### src/rtl/common_pkg.sv
// common_pkg: operation codes, instruction word layout, opcode/funct constants
// and immediate range helper shared by the instruction encoder.
// Optional feature macro: INSTR_ENC_FPU_EN enables FADD_S/FSUB_S/FMUL_S/FDIV_S/FLW/FSW;
// without it those codes still exist here but are rejected by the encoder.
package common_pkg;

`ifdef INSTR_ENC_FPU_EN
    localparam logic FPU_EN = 1'b1;
`else
    localparam logic FPU_EN = 1'b0;
`endif

    typedef enum logic [5:0] {
        ENC_ADD    = 6'd0,  ENC_SUB   = 6'd1,  ENC_AND   = 6'd2,  ENC_OR    = 6'd3,
        ENC_XOR    = 6'd4,  ENC_SLL   = 6'd5,  ENC_SRL   = 6'd6,  ENC_SRA   = 6'd7,
        ENC_SLT    = 6'd8,  ENC_SLTU  = 6'd9,  ENC_ADDI  = 6'd10, ENC_ANDI  = 6'd11,
        ENC_ORI    = 6'd12, ENC_XORI  = 6'd13, ENC_SLTI  = 6'd14, ENC_SLTIU = 6'd15,
        ENC_SLLI   = 6'd16, ENC_SRLI  = 6'd17, ENC_SRAI  = 6'd18, ENC_LW    = 6'd19,
        ENC_SW     = 6'd20, ENC_BEQ   = 6'd21, ENC_BNE   = 6'd22, ENC_BLT   = 6'd23,
        ENC_BGE    = 6'd24, ENC_JAL   = 6'd25, ENC_JALR  = 6'd26, ENC_LUI   = 6'd27,
        ENC_AUIPC  = 6'd28, ENC_LI    = 6'd29, ENC_HALT  = 6'd30,
        ENC_FADD_S = 6'd32, ENC_FSUB_S = 6'd33, ENC_FMUL_S = 6'd34, ENC_FDIV_S = 6'd35,
        ENC_FLW    = 6'd36, ENC_FSW   = 6'd37
    } enc_op_t;

    typedef enum logic [3:0] {
        FMT_BAD, FMT_R, FMT_I, FMT_SH, FMT_S, FMT_B, FMT_J, FMT_U, FMT_HALT
    } enc_fmt_t;

    typedef enum logic [1:0] {ST_IDLE, ST_FULL, ST_LI_LO, ST_DONE} enc_state_t;

    // R-type field view; other formats are packed into the same bit positions.
    typedef struct packed {
        logic [6:0] funct7;
        logic [4:0] rs2;
        logic [4:0] rs1;
        logic [2:0] funct3;
        logic [4:0] rd;
        logic [6:0] opcode;
    } instruction_t;

    localparam logic [6:0] OPC_OP       = 7'b0110011;
    localparam logic [6:0] OPC_OP_IMM   = 7'b0010011;
    localparam logic [6:0] OPC_LOAD     = 7'b0000011;
    localparam logic [6:0] OPC_STORE    = 7'b0100011;
    localparam logic [6:0] OPC_BRANCH   = 7'b1100011;
    localparam logic [6:0] OPC_JAL      = 7'b1101111;
    localparam logic [6:0] OPC_JALR     = 7'b1100111;
    localparam logic [6:0] OPC_LUI      = 7'b0110111;
    localparam logic [6:0] OPC_AUIPC    = 7'b0010111;
    localparam logic [6:0] OPC_OP_FP    = 7'b1010011;
    localparam logic [6:0] OPC_LOAD_FP  = 7'b0000111;
    localparam logic [6:0] OPC_STORE_FP = 7'b0100111;

    localparam logic [2:0] F3_ADD  = 3'b000;
    localparam logic [2:0] F3_SLL  = 3'b001;
    localparam logic [2:0] F3_SLT  = 3'b010;
    localparam logic [2:0] F3_SLTU = 3'b011;
    localparam logic [2:0] F3_XOR  = 3'b100;
    localparam logic [2:0] F3_SR   = 3'b101;
    localparam logic [2:0] F3_OR   = 3'b110;
    localparam logic [2:0] F3_AND  = 3'b111;
    localparam logic [2:0] F3_W    = 3'b010;
    localparam logic [2:0] F3_BEQ  = 3'b000;
    localparam logic [2:0] F3_BNE  = 3'b001;
    localparam logic [2:0] F3_BLT  = 3'b100;
    localparam logic [2:0] F3_BGE  = 3'b101;

    localparam logic [6:0] F7_BASE = 7'b0000000;
    localparam logic [6:0] F7_ALT  = 7'b0100000;
    localparam logic [6:0] F7_FADD = 7'b0000000;
    localparam logic [6:0] F7_FSUB = 7'b0000100;
    localparam logic [6:0] F7_FMUL = 7'b0001000;
    localparam logic [6:0] F7_FDIV = 7'b0001100;

    // True when v is representable as an n-bit two's-complement value.
    function automatic logic fits_signed(input logic [31:0] v, input int n);
        logic [31:0] s;
        s = $signed(v) >>> (n - 1);
        return (s == '0) || (s == '1);
    endfunction

endpackage

### src/rtl/instr_word_pack.sv
// instr_word_pack: combinational packer from operation + fields + immediate to a
// 32-bit instruction word, flagging illegal immediates and unsupported ops.
// Ports: op (enc_op_t code), rd/rs1/rs2 register indices, imm immediate,
//        word packed instruction, illegal request cannot be encoded.
// FP ops are accepted only when INSTR_ENC_FPU_EN is defined (see common_pkg).
module instr_word_pack
    import common_pkg::*;
(
    input  logic [5:0]  op,
    input  logic [4:0]  rd,
    input  logic [4:0]  rs1,
    input  logic [4:0]  rs2,
    input  logic [31:0] imm,
    output logic [31:0] word,
    output logic        illegal
);
    enc_fmt_t     fmt;
    logic [6:0]   opc;
    logic [6:0]   f7;
    logic [2:0]   f3;
    instruction_t w;

    always_comb begin
        fmt = FMT_BAD;
        opc = '0;
        f3  = '0;
        f7  = F7_BASE;
        case (enc_op_t'(op))
            ENC_ADD:    begin fmt = FMT_R;  opc = OPC_OP;     f3 = F3_ADD;  end
            ENC_SUB:    begin fmt = FMT_R;  opc = OPC_OP;     f3 = F3_ADD;  f7 = F7_ALT; end
            ENC_AND:    begin fmt = FMT_R;  opc = OPC_OP;     f3 = F3_AND;  end
            ENC_OR:     begin fmt = FMT_R;  opc = OPC_OP;     f3 = F3_OR;   end
            ENC_XOR:    begin fmt = FMT_R;  opc = OPC_OP;     f3 = F3_XOR;  end
            ENC_SLL:    begin fmt = FMT_R;  opc = OPC_OP;     f3 = F3_SLL;  end
            ENC_SRL:    begin fmt = FMT_R;  opc = OPC_OP;     f3 = F3_SR;   end
            ENC_SRA:    begin fmt = FMT_R;  opc = OPC_OP;     f3 = F3_SR;   f7 = F7_ALT; end
            ENC_SLT:    begin fmt = FMT_R;  opc = OPC_OP;     f3 = F3_SLT;  end
            ENC_SLTU:   begin fmt = FMT_R;  opc = OPC_OP;     f3 = F3_SLTU; end
            ENC_ADDI:   begin fmt = FMT_I;  opc = OPC_OP_IMM; f3 = F3_ADD;  end
            ENC_ANDI:   begin fmt = FMT_I;  opc = OPC_OP_IMM; f3 = F3_AND;  end
            ENC_ORI:    begin fmt = FMT_I;  opc = OPC_OP_IMM; f3 = F3_OR;   end
            ENC_XORI:   begin fmt = FMT_I;  opc = OPC_OP_IMM; f3 = F3_XOR;  end
            ENC_SLTI:   begin fmt = FMT_I;  opc = OPC_OP_IMM; f3 = F3_SLT;  end
            ENC_SLTIU:  begin fmt = FMT_I;  opc = OPC_OP_IMM; f3 = F3_SLTU; end
            ENC_SLLI:   begin fmt = FMT_SH; opc = OPC_OP_IMM; f3 = F3_SLL;  end
            ENC_SRLI:   begin fmt = FMT_SH; opc = OPC_OP_IMM; f3 = F3_SR;   end
            ENC_SRAI:   begin fmt = FMT_SH; opc = OPC_OP_IMM; f3 = F3_SR;   f7 = F7_ALT; end
            ENC_LW:     begin fmt = FMT_I;  opc = OPC_LOAD;   f3 = F3_W;    end
            ENC_SW:     begin fmt = FMT_S;  opc = OPC_STORE;  f3 = F3_W;    end
            ENC_BEQ:    begin fmt = FMT_B;  opc = OPC_BRANCH; f3 = F3_BEQ;  end
            ENC_BNE:    begin fmt = FMT_B;  opc = OPC_BRANCH; f3 = F3_BNE;  end
            ENC_BLT:    begin fmt = FMT_B;  opc = OPC_BRANCH; f3 = F3_BLT;  end
            ENC_BGE:    begin fmt = FMT_B;  opc = OPC_BRANCH; f3 = F3_BGE;  end
            ENC_JAL:    begin fmt = FMT_J;  opc = OPC_JAL;    end
            ENC_JALR:   begin fmt = FMT_I;  opc = OPC_JALR;   f3 = F3_ADD;  end
            ENC_LUI:    begin fmt = FMT_U;  opc = OPC_LUI;    end
            ENC_AUIPC:  begin fmt = FMT_U;  opc = OPC_AUIPC;  end
            ENC_HALT:   fmt = FMT_HALT;
            // FP arithmetic keeps funct3 (rounding mode) at 000.
            ENC_FADD_S: begin fmt = FPU_EN ? FMT_R : FMT_BAD; opc = OPC_OP_FP; f7 = F7_FADD; end
            ENC_FSUB_S: begin fmt = FPU_EN ? FMT_R : FMT_BAD; opc = OPC_OP_FP; f7 = F7_FSUB; end
            ENC_FMUL_S: begin fmt = FPU_EN ? FMT_R : FMT_BAD; opc = OPC_OP_FP; f7 = F7_FMUL; end
            ENC_FDIV_S: begin fmt = FPU_EN ? FMT_R : FMT_BAD; opc = OPC_OP_FP; f7 = F7_FDIV; end
            ENC_FLW:    begin fmt = FPU_EN ? FMT_I : FMT_BAD; opc = OPC_LOAD_FP;  f3 = F3_W; end
            ENC_FSW:    begin fmt = FPU_EN ? FMT_S : FMT_BAD; opc = OPC_STORE_FP; f3 = F3_W; end
            default:    fmt = FMT_BAD;
        endcase
    end

    always_comb begin
        w       = '0;
        illegal = 1'b0;
        case (fmt)
            FMT_R:    w = '{funct7: f7, rs2: rs2, rs1: rs1, funct3: f3, rd: rd, opcode: opc};
            FMT_I:    begin w = {imm[11:0], rs1, f3, rd, opc}; illegal = !fits_signed(imm, 12); end
            FMT_SH:   begin w = {f7, imm[4:0], rs1, f3, rd, opc}; illegal = |imm[31:5]; end
            FMT_S:    begin w = {imm[11:5], rs2, rs1, f3, imm[4:0], opc}; illegal = !fits_signed(imm, 12); end
            FMT_B:    begin
                w = {imm[12], imm[10:5], rs2, rs1, f3, imm[4:1], imm[11], opc};
                illegal = !fits_signed(imm, 13) || imm[0];
            end
            FMT_J:    begin
                w = {imm[20], imm[10:1], imm[11], imm[19:12], rd, opc};
                illegal = !fits_signed(imm, 21) || imm[0];
            end
            FMT_U:    w = {imm[31:12], rd, opc};
            FMT_HALT: w = '1;
            default:  illegal = 1'b1;
        endcase
    end

    assign word = w;

endmodule

### src/rtl/instr_encoder.sv
// instr_encoder: streaming RV32I(+F) encoder, symbolic requests in, packed words out.
// Ports: clk, rst_n (async active-low); req_valid/req_ready/req_op/req_rd/req_rs1/
//        req_rs2/req_imm request handshake; instr_valid/instr_ready/instr output
//        handshake; instr_count words emitted; err one-cycle reject pulse.
// Optional FP ops enabled by INSTR_ENC_FPU_EN (see common_pkg).
module instr_encoder
    import common_pkg::*;
(
    input  logic        clk,
    input  logic        rst_n,
    input  logic        req_valid,
    output logic        req_ready,
    input  logic [5:0]  req_op,
    input  logic [4:0]  req_rd,
    input  logic [4:0]  req_rs1,
    input  logic [4:0]  req_rs2,
    input  logic [31:0] req_imm,
    output logic        instr_valid,
    input  logic        instr_ready,
    output logic [31:0] instr,
    output logic [15:0] instr_count,
    output logic        err
);
    enc_state_t   state, state_n;
    instruction_t lo_word;
    logic [31:0]  word, p_imm;
    logic [5:0]   p_op;
    logic [4:0]   p_rs1;
    logic         illegal, cur_hi, cur_halt;
    logic         li, li_fit, li_two, accept, consume, load;

    // LI maps onto ADDI when it fits, otherwise onto LUI of the rounded upper part
    // (imm + 0x800 carries imm[11] into imm[31:12]) followed by an ADDI low word.
    assign li     = req_op == ENC_LI;
    assign li_fit = fits_signed(req_imm, 12);
    assign li_two = li && !li_fit;
    assign p_op   = li ? (li_fit ? ENC_ADDI : ENC_LUI) : req_op;
    assign p_rs1  = li ? 5'd0 : req_rs1;
    assign p_imm  = li_two ? req_imm + 32'h800 : req_imm;

    instr_word_pack u_pack (
        .op      (p_op),
        .rd      (req_rd),
        .rs1     (p_rs1),
        .rs2     (req_rs2),
        .imm     (p_imm),
        .word    (word),
        .illegal (illegal)
    );

    // LI_LO presents the low word straight after the high word is taken.
    assign instr_valid = state == ST_FULL || state == ST_LI_LO;
    assign req_ready   = state == ST_IDLE || (state == ST_FULL && instr_ready && !cur_hi && !cur_halt);
    assign accept      = req_valid && req_ready;
    assign consume     = instr_valid && instr_ready;
    assign load        = accept && !illegal;

    always_comb begin
        state_n = state;
        case (state)
            ST_IDLE:  state_n = load ? ST_FULL : ST_IDLE;
            ST_FULL:  state_n = !consume ? ST_FULL : cur_hi ? ST_LI_LO : cur_halt ? ST_DONE
                              : load ? ST_FULL : ST_IDLE;
            ST_LI_LO: state_n = consume ? ST_IDLE : ST_FULL;
            default:  state_n = ST_DONE;
        endcase
    end

    always_ff @(posedge clk or negedge rst_n) begin
        if (!rst_n) begin
            state       <= ST_IDLE;
            instr       <= '0;
            lo_word     <= '0;
            cur_hi      <= 1'b0;
            cur_halt    <= 1'b0;
            instr_count <= '0;
            err         <= 1'b0;
        end else begin
            state       <= state_n;
            err         <= accept && illegal;
            instr_count <= instr_count + 16'(consume);
            if (load) begin
                instr    <= word;
                lo_word  <= '{funct7: req_imm[11:5], rs2: req_imm[4:0], rs1: req_rd,
                              funct3: F3_ADD, rd: req_rd, opcode: OPC_OP_IMM};
                cur_hi   <= li_two && |req_imm[11:0];
                cur_halt <= req_op == ENC_HALT;
            end else if (state == ST_FULL && consume && cur_hi) begin
                instr  <= lo_word;
                cur_hi <= 1'b0;
            end
        end
    end

endmodule

### config.mk
export PLATFORM = sky130hd
export DESIGN_NAME = instr_encoder
export DESIGN_NICKNAME = d
export VERILOG_FILES = /design/src/rtl/common_pkg.sv /design/src/rtl/instr_word_pack.sv /design/src/rtl/instr_encoder.sv
export SDC_FILE = /design/constraint.sdc
export NUM_CORES = 1
export LEC_CHECK = 0
export ABC_AREA = 1
export ABC_CLOCK_PERIOD_IN_PS = 3120
export CAP_MARGIN = 20
export CORE_MARGIN = 1.5
export CORE_UTILIZATION = 50
export DETAILED_ROUTE_END_ITERATION = 10
export PLACE_DENSITY_LB_ADDON = 0.12
export SKIP_CTS_REPAIR_TIMING = 1
export SLEW_MARGIN = 5
export SYNTH_ARGS = -nofsm -noshare
export SYNTH_HDL_FRONTEND = slang
export SYNTH_SLANG_ARGS = --single-unit
### constraint.sdc
create_clock -name clk -period 3.12 [get_ports clk]
set_clock_uncertainty 0.1 [all_clocks]
set_input_delay 0.624 -clock clk [delete_from_list [all_inputs] [get_ports clk]]
set_output_delay 0.624 -clock clk [all_outputs]
set_load 0.02 [all_outputs]
==> results.md, run 1 <==
- Max Fanout on Critical Path: 8
- # diodes: 0
- Pre-CTS setup slack: -1.00 ns
- Placement row count: 38
- Hold slack final: 0.137 ns
- Vias in the first global route: 6807
- Max clock buf depth: 2
- Switching power total: 0.00193 W
- Cell variety after synth: 43
- Crit-path leading delay family: simple AND/OR/NAND/NOR gates
- Critical path cell sequence: clkbuf_2 -> nand2_2 -> nor2_2 -> nand2_2 -> nor2_4 -> nand2_4 -> nand3_4 -> buf_6 -> nand2_4 -> nand2_4 -> inv_2 -> nand3_1 -> nand3_2 -> nor2_1 -> nand3_1 -> nor2_2 -> nor2_4 -> nand3_4 -> buf_6 -> nand2_8 -> clkbuf_16 -> nor2_1 -> a21oi_1
- First-pass GRT wire length: 31700 um
- Fin nets: 1258
- DRT iter0 DRCs: 695
- Initial antenna violation count: 0
- Largest area contributor in the netlist: dfrtp_1
- Tot Pwr: 0.00490 W
- Avg WL per Cell: 16.5 um
- Slowest stage cell, crit path: clkbuf_16
- Overflow left after global routing: 0
- Critical path arrival: 3.27 ns
- Pre-antenna DRT Iters: 7
- Max Fclk: 0.315 GHz
- Crit start category: input port
- RSZ-0062 raised after global routing: true
- Setup TNS: -0.0906 ns
- Fillcell total: 702
- DRT Wirelength: 22000 um
- Setup slack after layout: -0.0519 ns
- CP peak stage delay: 0.21 ns
- Layout Utilization: 84.4%
- Worst Path Required: 3.21 ns
- Min cycle time layout: 3.17 ns
- Fin. max-slew vios: 0
- Sequential area share after synthesis: 30.5%
- Worst-Margin Slew: 0.671 ns
- Post-synthesis register bit count: 70
- Setup Viol. Count Final: 3
- Clk sink count: 70
- Sw frac: 39.4%
- Die height: 110 um
- Syn avg cell area: 6.35 um2
- H-tree levels: 3
- Clk pin slew, worst setup/hold paths: 0.06 ns
- DP HPWL: 15200 um
- Number of vias per cell: 5.67
- Top post-synthesis cells by count: 290 x nand2_1, 128 x nor2_1, 72 x inv_1
- Outcome: finished with violations
- Post-synth EDFFs: 0
- Total nets after synthesis: 969
- Area growth, synth to finish: 62.1%
- Total via count in the routed design: 7591
- Die Width: 110 um
- I/O Pins: 108
- DIE AREA: 12100 um2
- Endpoint class of the critical path: flop
- Clock tree root driver cell: clkbuf_16
- Cells after Synth: 904
- CTS tree: yes
- Sequential power share: 31.3%
- Asr flop ratio synth: 100%
- Final critical-path share of the clock period: 102%
- P_leak: 4.56 nW
- Layout cells sized above 1: 33.8%
- Ys flop type: dfrtp_1
- Min-delay worst type: input port to asynchronous set/reset pin
- Clk_lat worst skew: 0.33 ns
- Peak supply drop: 0.700 mV
- Top-area cell type share of the netlist area: 30.5%
- Max Cap Viol: 0
- I/O Buffers: 107
- Routed Antenna Nets: 0
- Synth Cell Area: 5740 um2
- Core region area: 11000 um2
- Initial Utilization: 52.1%
- Failing checks: setup timing
- Final Hold Fails: 0
- GRT Overall Usage: 33.3%
- Ys Warns: 0
- Power Dens Cells: 526 nW/um2
- Largest net degree at the start of global routing: 35
- Synth top area cells: dfrtp_1 31%, nand2_1 19%, nor2_1 8.4%
- GPL Wtd Cong: 1.00
- Crit path kind: input port to flop
- Internal: 0.00297 W
- Comb power frac: 47.2%
- Proportion of power drawn by the clock network: 21.5%
- Buf/Inv on CP: 5
- CP most frequent cell: nand2_4
- Top-count cell post-synth: nand2_1
- TritonCTS Buffers: 9
- DRC: 0
- Max_slew headroom: 55.2%
[kinds of logic after synthesis]
family	synth area share (%)
AOI/OAI and AO/OA	14.3
xor gates and xnor gates	3.05
adders and majority gates	1.74
buffers and inverters	8.45
DFF	30.5
and+or+nand+nor	41.9
[layout by cell type (no fill, tap or decap), types with 5 or more instances in the layout]
cell type | Yosys | routed
nor3_1 | 11 | 8
nand2_1 | 290 | 229
o21ai_0 | 61 | 58
clkdlybuf4s50_1 | 0 | 79
ha_1 | 8 | 6
clkbuf_2 | 0 | 14
nor2_4 | 5 | 23
nand4_1 | 39 | 39
a21oi_1 | 33 | 23
inv_2 | 9 | 10
buf_6 | 6 | 11
nor4_1 | 5 | 5
o21ai_1 | 9 | 12
xnor2_1 | 6 | 6
dlymetal6s2s_1 | 0 | 8
buf_4 | 3 | 184
dfrtp_1 | 70 | 70
clkbuf_16 | 0 | 13
a21oi_2 | 0 | 10
nand2_4 | 1 | 13
nand3_1 | 51 | 45
xor2_1 | 14 | 14
a22oi_1 | 15 | 15
inv_1 | 72 | 67
nand2_2 | 6 | 55
nand3_2 | 2 | 6
buf_12 | 0 | 5
nor2_2 | 5 | 32
nor2_1 | 128 | 83
a211oi_1 | 12 | 12
[worst paths after layout]
kind	from	endpoint	depth (start not counted)	slack (ns)
setup / recovery	req_imm[19]	instr[21]	23	-0.05
hold / removal	rst_n	instr_count[6]	1	0.14
setup reg to reg	state[1]	instr_count[15]	15	0.20
hold reg to reg	instr[12]	instr[12]	2	0.37
max in group asynchronous	rst_n	instr[6]	2	1.98
min in group clk	instr[12]	instr[12]	2	0.37
[registers in the layout, summed over array words and instances, names as in the netlist]
register     cells
instr           31
lo_word         18
instr_count     16
state            2
cur_halt         1
cur_hi           1
err              1
[per-stage QoR]
stage                     std cells  cell area, um2
after floorplan                 904            5840
after global placement         1299            8300
after detailed placement       1299            8300
after CTS                      1315            8600
after global routing           1338            9310
final                          1338            9310
[area by class of cell]
cell class                      instances  area [um2]  share of cell area (%)
Multi-Input combinational cell        722        4050                    43.5
Timing Repair Buffer                  309        2710                    29.1
Sequential cell                        70        1750                    18.8
Inverter                               81         317                    3.40
Clock buffer                           10         239                    2.57
Tap cell                              140         175                    1.88
Clock inverter                          6        68.8                   0.739
[worst register-to-register path: stages, from the launching register on]
cell	delay (ns)
dfrtp_1	0.38
inv_1	0.08
ha_1	0.34
nand2_1	0.09
inv_1	0.09
ha_1	0.18
nand3_1	0.15
nor3_2	0.19
inv_1	0.07
nor3_1	0.20
inv_1	0.08
nor3_1	0.17
buf_4	0.16
and3_1	0.18
nand4_1	0.11
xnor2_1	0.24
[routing by layer]
metal	wire [um]	track usage, %	vias to the layer above
met5	0	0	-
met4	1180	15.2	0
met3	1560	4.12	100
met2	10800	58.2	396
met1	8490	41.0	3538
li1	-	-	3557
[power groups by stage]
stage / combinational (W) / sequential [W] / clock (W)
4_1_cts: 0.00208 / 0.00149 / 0.00104
5_1_grt: 0.00250 / 0.00156 / 0.00109
3_5_place_dp: 0.00205 / 0.00149 / 0
3_3_place_gp: 0.00199 / 0.00147 / 0
2_1_floorplan: 0.000812 / 0.00172 / 0
6_report: 0.00232 / 0.00153 / 0.00105
Note: power is estimated with default switching activity, not from simulation.
==> run 2, diff against run 1 <==
- CORE_MARGIN: 1.5 -> unset
==> results.md, run 2 (synthesis gave the netlist of run 1 again) <==
- CP most frequent cell: nand2_4
- DRT Wirelength: 24700 um
- First-pass GRT wire length: 31600 um
- Initial antenna violation count: 1
- Crit start category: input port
- Vias in the first global route: 6698
- TritonCTS Buffers: 9
- Max clock buf depth: 2
- Fin. max-slew vios: 0
- Clock tree root driver cell: clkbuf_16
- P_leak: 4.70 nW
- DIE AREA: 11900 um2
- Overflow left after global routing: 0
- I/O Buffers: 107
- Global route hottest layer: met2
- H-tree levels: 3
- Min-delay worst type: input port to asynchronous set/reset pin
- Die height: 109 um
- Setup TNS: -5.71 ns
- Max Cap Viol: 0
- Critical path arrival: 3.49 ns
- Levels on crit path: 26
- Crit path kind: input port to flop
- Final Hold Fails: 0
- Pre-CTS setup slack: -0.825 ns
- Hold slack final: 0.217 ns
- Slowest stage cell, crit path: buf_12
- Number of vias per cell: 5.85
- Largest net degree at the start of global routing: 31
- GRT met2 Usage: 57.5%
- Fin nets: 1269
- GPL Wtd Cong: 0.915
- Die Width: 109 um
- Final critical-path share of the clock period: 107%
- Placement row count: 38
- RSZ-0062 raised after global routing: true
- Layout cells sized above 1: 33.5%
- Core region area: 11000 um2
- Worst-Margin Slew: 0.675 ns
- DRT iter0 DRCs: 957
- Clk pin slew, worst setup/hold paths: 0.07 ns
- Setup slack after layout: -0.211 ns
- Setup Viol. Count Final: 47
- Area growth, synth to finish: 65.0%
- CP peak stage delay: 0.18 ns
- Routed Antenna Nets: 0
- Max Fanout on Critical Path: 7
- DRC: 0
- Most common cell after layout, fill and taps aside: nand2_1
- DP HPWL: 15200 um
- Max FFs per register: 31
- Largest registers in the final layout: instr: 31 flops, lo_word: 18 flops, instr_count: 16 flops
- Reg with most FFs: instr
- Peak supply drop: 0.695 mV
- Clk_lat worst skew: 0.34 ns
- Avg WL per Cell: 18.3 um
- Most frequent cells in the layout: 241 x nand2_1, 192 x buf_4, 84 x nor2_1, 79 x clkdlybuf4s50_1, 70 x dfrtp_1
- Initial Utilization: 52.1%
- GR met3 Demand/Resource: 4.90%
- Max Fclk: 0.300 GHz
- I/O Pins: 108
- Min cycle time layout: 3.33 ns
- GRT Overall Usage: 34.1%
- Crit-path leading delay family: simple AND/OR/NAND/NOR gates
- Failing checks: setup timing
- Endpoint class of the critical path: flop
- Pre-antenna DRT Iters: 7
- Met1 GRT Util: 42.8%
- Buf/Inv on CP: 5
- Max_slew headroom: 55.0%
- Total via count in the routed design: 7893
- Power Dens Cells: 545 nW/um2
- CTS tree: yes
- Worst reg2reg path depth: 14
- Worst Path Required: 3.28 ns
- # diodes: 0
- Clk sink count: 70
- Outcome: finished with violations
run 2: changes by cell type in the layout (fill, tap and decap cells not counted), sizes merged:
cell / change
clkinv: -1
buf: +8
clkbuf: -2
inv: +1
dlymetal6s2s: +5
run 2: worst paths after layout:
path / end / slack, ns / start
max: instr[23] / -0.21 / req_imm[12]
min: instr_count[14] / 0.22 / rst_n
max reg2reg: instr_count[11] / 0 / state[1]
min reg2reg: instr[14] / 0.38 / instr[14]
max in group asynchronous: instr[10] / 1.93 / rst_n
min in group clk: instr[14] / 0.38 / instr[14]
run 2: layout make-up:
type	instances	area, um2
Clock buffer	10	239
Clock inverter	6	68.8
Sequential cell	70	1750
Fill cell	622	1560
Tap cell	140	175
Multi-Input combinational cell	722	4040
Inverter	81	312
Timing Repair Buffer	320	2890
run 2: layer usage:
layer / vias to the layer above / wire [um]
li1: 3573 / -
met1: 3590 / 9220
met2: 560 / 11700
met3: 168 / 2190
met4: 2 / 1640
met5: - / 13
run 2: stage by stage:
| stage | area [um2] | utilization [%] | total power (W) | std cells |
|---|---|---|---|---|
| 2_1_floorplan | 5840 | - | 0.00253 | 904 |
| 3_3_place_gp | 8380 | 76.0 | 0.00349 | 1307 |
| 3_5_place_dp | 8380 | 76.0 | 0.00358 | 1307 |
| 4_1_cts | 8690 | 78.8 | 0.00468 | 1323 |
| 5_1_grt | 9480 | 85.9 | 0.00538 | 1349 |
| 6_report | 9480 | 85.9 | 0.00516 | 1349 |
run 2: report_power, final:
part,internal (W),switching (W),total (W)
clock network,0.000647,0.000436,0.00108
logic,0.00113,0.00137,0.00250
registers,0.00127,0.000308,0.00157
total,0.00305,0.00211,0.00516
==> run 3, diff against run 2 <==
- ABC_CLOCK_PERIOD_IN_PS: 3120 -> 3160
- CORE_UTILIZATION: 50 -> 25
- clock period: 3.12 -> 3.16 ns (I/O delays scaled with it)
==> results.md, run 3 (synthesis gave the netlist of run 1 again) <==
- I/O Pins: 108
- Core region area: 22600 um2
- Sw frac: 38.4%
- Placement row count: 55
- Switching power total: 0.00178 W
- Power Dens Cells: 479 nW/um2
- Max clock buf depth: 2
- DRT Wirelength: 21700 um
- DIE AREA: 23600 um2
- Largest registers in the final layout: instr: 31 flops, lo_word: 18 flops, instr_count: 16 flops
- Initial Utilization: 25.4%
- Final critical-path share of the clock period: 98.1%
- Met1 GRT Util: 25.5%
- Number of vias per cell: 4.65
- Setup slack after layout: 0.0599 ns
- Comb power frac: 48.5%
- Crit-path leading delay family: simple AND/OR/NAND/NOR gates
- TritonCTS Buffers: 9
- P_leak: 4.70 nW
- Die height: 154 um
- Crit start category: input port
- GRT met2 Usage: 30.4%
- Overflow left after global routing: 0
- Peak supply drop: 0.252 mV
- GR met3 Demand/Resource: 2.62%
- Worst setup startpoint: req_imm[12]
- H-tree levels: 3
- Internal: 0.00286 W
- Fin. max-slew vios: 0
- Clk_lat worst skew: 0.34 ns
- Proportion of power drawn by the clock network: 19.6%
- GRT Overall Usage: 18.4%
- Most common cell after layout, fill and taps aside: nand2_1
- Initial antenna violation count: 0
- Layout cells sized above 1: 34.0%
- Final Hold Fails: 0
- CP peak stage delay: 0.20 ns
- RSZ-0062 raised after global routing: true
- DRT iter0 DRCs: 287
- Routed Antenna Nets: 0
- Endpoint class of the critical path: flop
- Vias in the first global route: 6542
- Fin nets: 1274
- Clk pin slew, worst setup/hold paths: 0.06 ns
- Pre-CTS setup slack: -0.851 ns
- Worst-Margin Slew: 0.897 ns
- Crit path kind: input port to flop
- Area growth, synth to finish: 68.6%
- Buf/Inv on CP: 4
- Outcome: finished, final reports clean
- DP HPWL: 16900 um
- Max FFs per register: 31
- Global route hottest layer: met2
- Worst Path Required: 3.32 ns
- GPL Wtd Cong: 0.802
- Total via count in the routed design: 6959
- Critical path arrival: 3.26 ns
- Avg WL per Cell: 14.5 um
- Finished Layout Cells: 1498
- First-pass GRT wire length: 34700 um
- CTS tree: yes
- CP most frequent cell: nand2_4
- # diodes: 0
- Clock tree root driver cell: clkbuf_16
- Clk sink count: 70
- Max_slew headroom: 40.2%
- Pre-antenna DRT Iters: 5
- Largest net degree at the start of global routing: 71
- Reg with most FFs: instr
- Min-delay worst type: input port to asynchronous set/reset pin
- I/O Buffers: 107
- Slowest stage cell, crit path: clkbuf_16
- Max Cap Viol: 0
- Inst Count DP: 1459
- Max Fclk: 0.323 GHz
- Die Width: 154 um
- Min cycle time layout: 3.10 ns
- DRC: 0
- Setup TNS: 0 ns
- Sequential power share: 32.0%
- R2r startpoint: state[0]
- Most frequent cells in the layout: 231 x nand2_1, 203 x buf_4, 79 x nor2_1, 79 x clkdlybuf4s50_1, 70 x dfrtp_1
- Setup Viol. Count Final: 0
- Max Fanout on Critical Path: 8
[run 3: per-layer routing]
layer	wire (um)	up-vias
met1	10700	3212
met3	643	21
met5	0	-
met2	10000	138
met4	252	0
li1	-	3588
[run 3: layout make-up]
| cell class | count | area, um2 |
|---|---|---|
| repair buffers | 325 | 2870 |
| flip-flops and latches | 70 | 1750 |
| fillers | 2388 | 12900 |
| clock inverters | 6 | 38.8 |
| multi-input cells | 722 | 4130 |
| well taps | 285 | 357 |
| clock buffers | 9 | 225 |
| inverters | 81 | 312 |
[run 3: power groups by stage]
stage               clock network (W)  registers [W]  logic (W)
finish                       0.000909        0.00148    0.00225
global route                 0.000973        0.00153    0.00247
CTS                          0.000938        0.00145    0.00208
detailed placement                  0        0.00146    0.00207
global placement                    0        0.00147    0.00206
floorplan                           0        0.00170   0.000802
[run 3: path summary, 6_finish.rpt]
kind                            depth (start not counted)              end  slack (ns)
max in group asynchronous                               1       lo_word[8]        2.05
worst max-delay path                                   25        instr[19]        0.06
worst min-delay path                                    1         instr[3]        0.31
min in group clk                                        2         instr[2]        0.37
worst min register to register                          2         instr[2]        0.37
worst max register to register                         14  instr_count[15]        0.49
[run 3: worst reg2reg max path: cells and delay by family (launching register included)]
kind	cells	cell delay, ns
buffers and inverters	4	0.28
adder cells (fa/ha/maj)	2	0.48
XOR/XNOR	1	0.15
AND/OR/NAND/NOR	7	1.17
flip-flops	1	0.37
[run 3: per-stage QoR]
| stage | hold slack, ns | power, W | area [um2] | utilization [%] |
|---|---|---|---|---|
| floorplan | 0.236 | 0.00250 | 5840 | - |
| global placement | 0.358 | 0.00353 | 8620 | 38.2 |
| detailed placement | 0.361 | 0.00354 | 8620 | 38.2 |
| CTS | 0.359 | 0.00447 | 8880 | 39.4 |
| global route | 0.398 | 0.00497 | 9680 | 42.9 |
| finish | 0.312 | 0.00464 | 9680 | 42.9 |
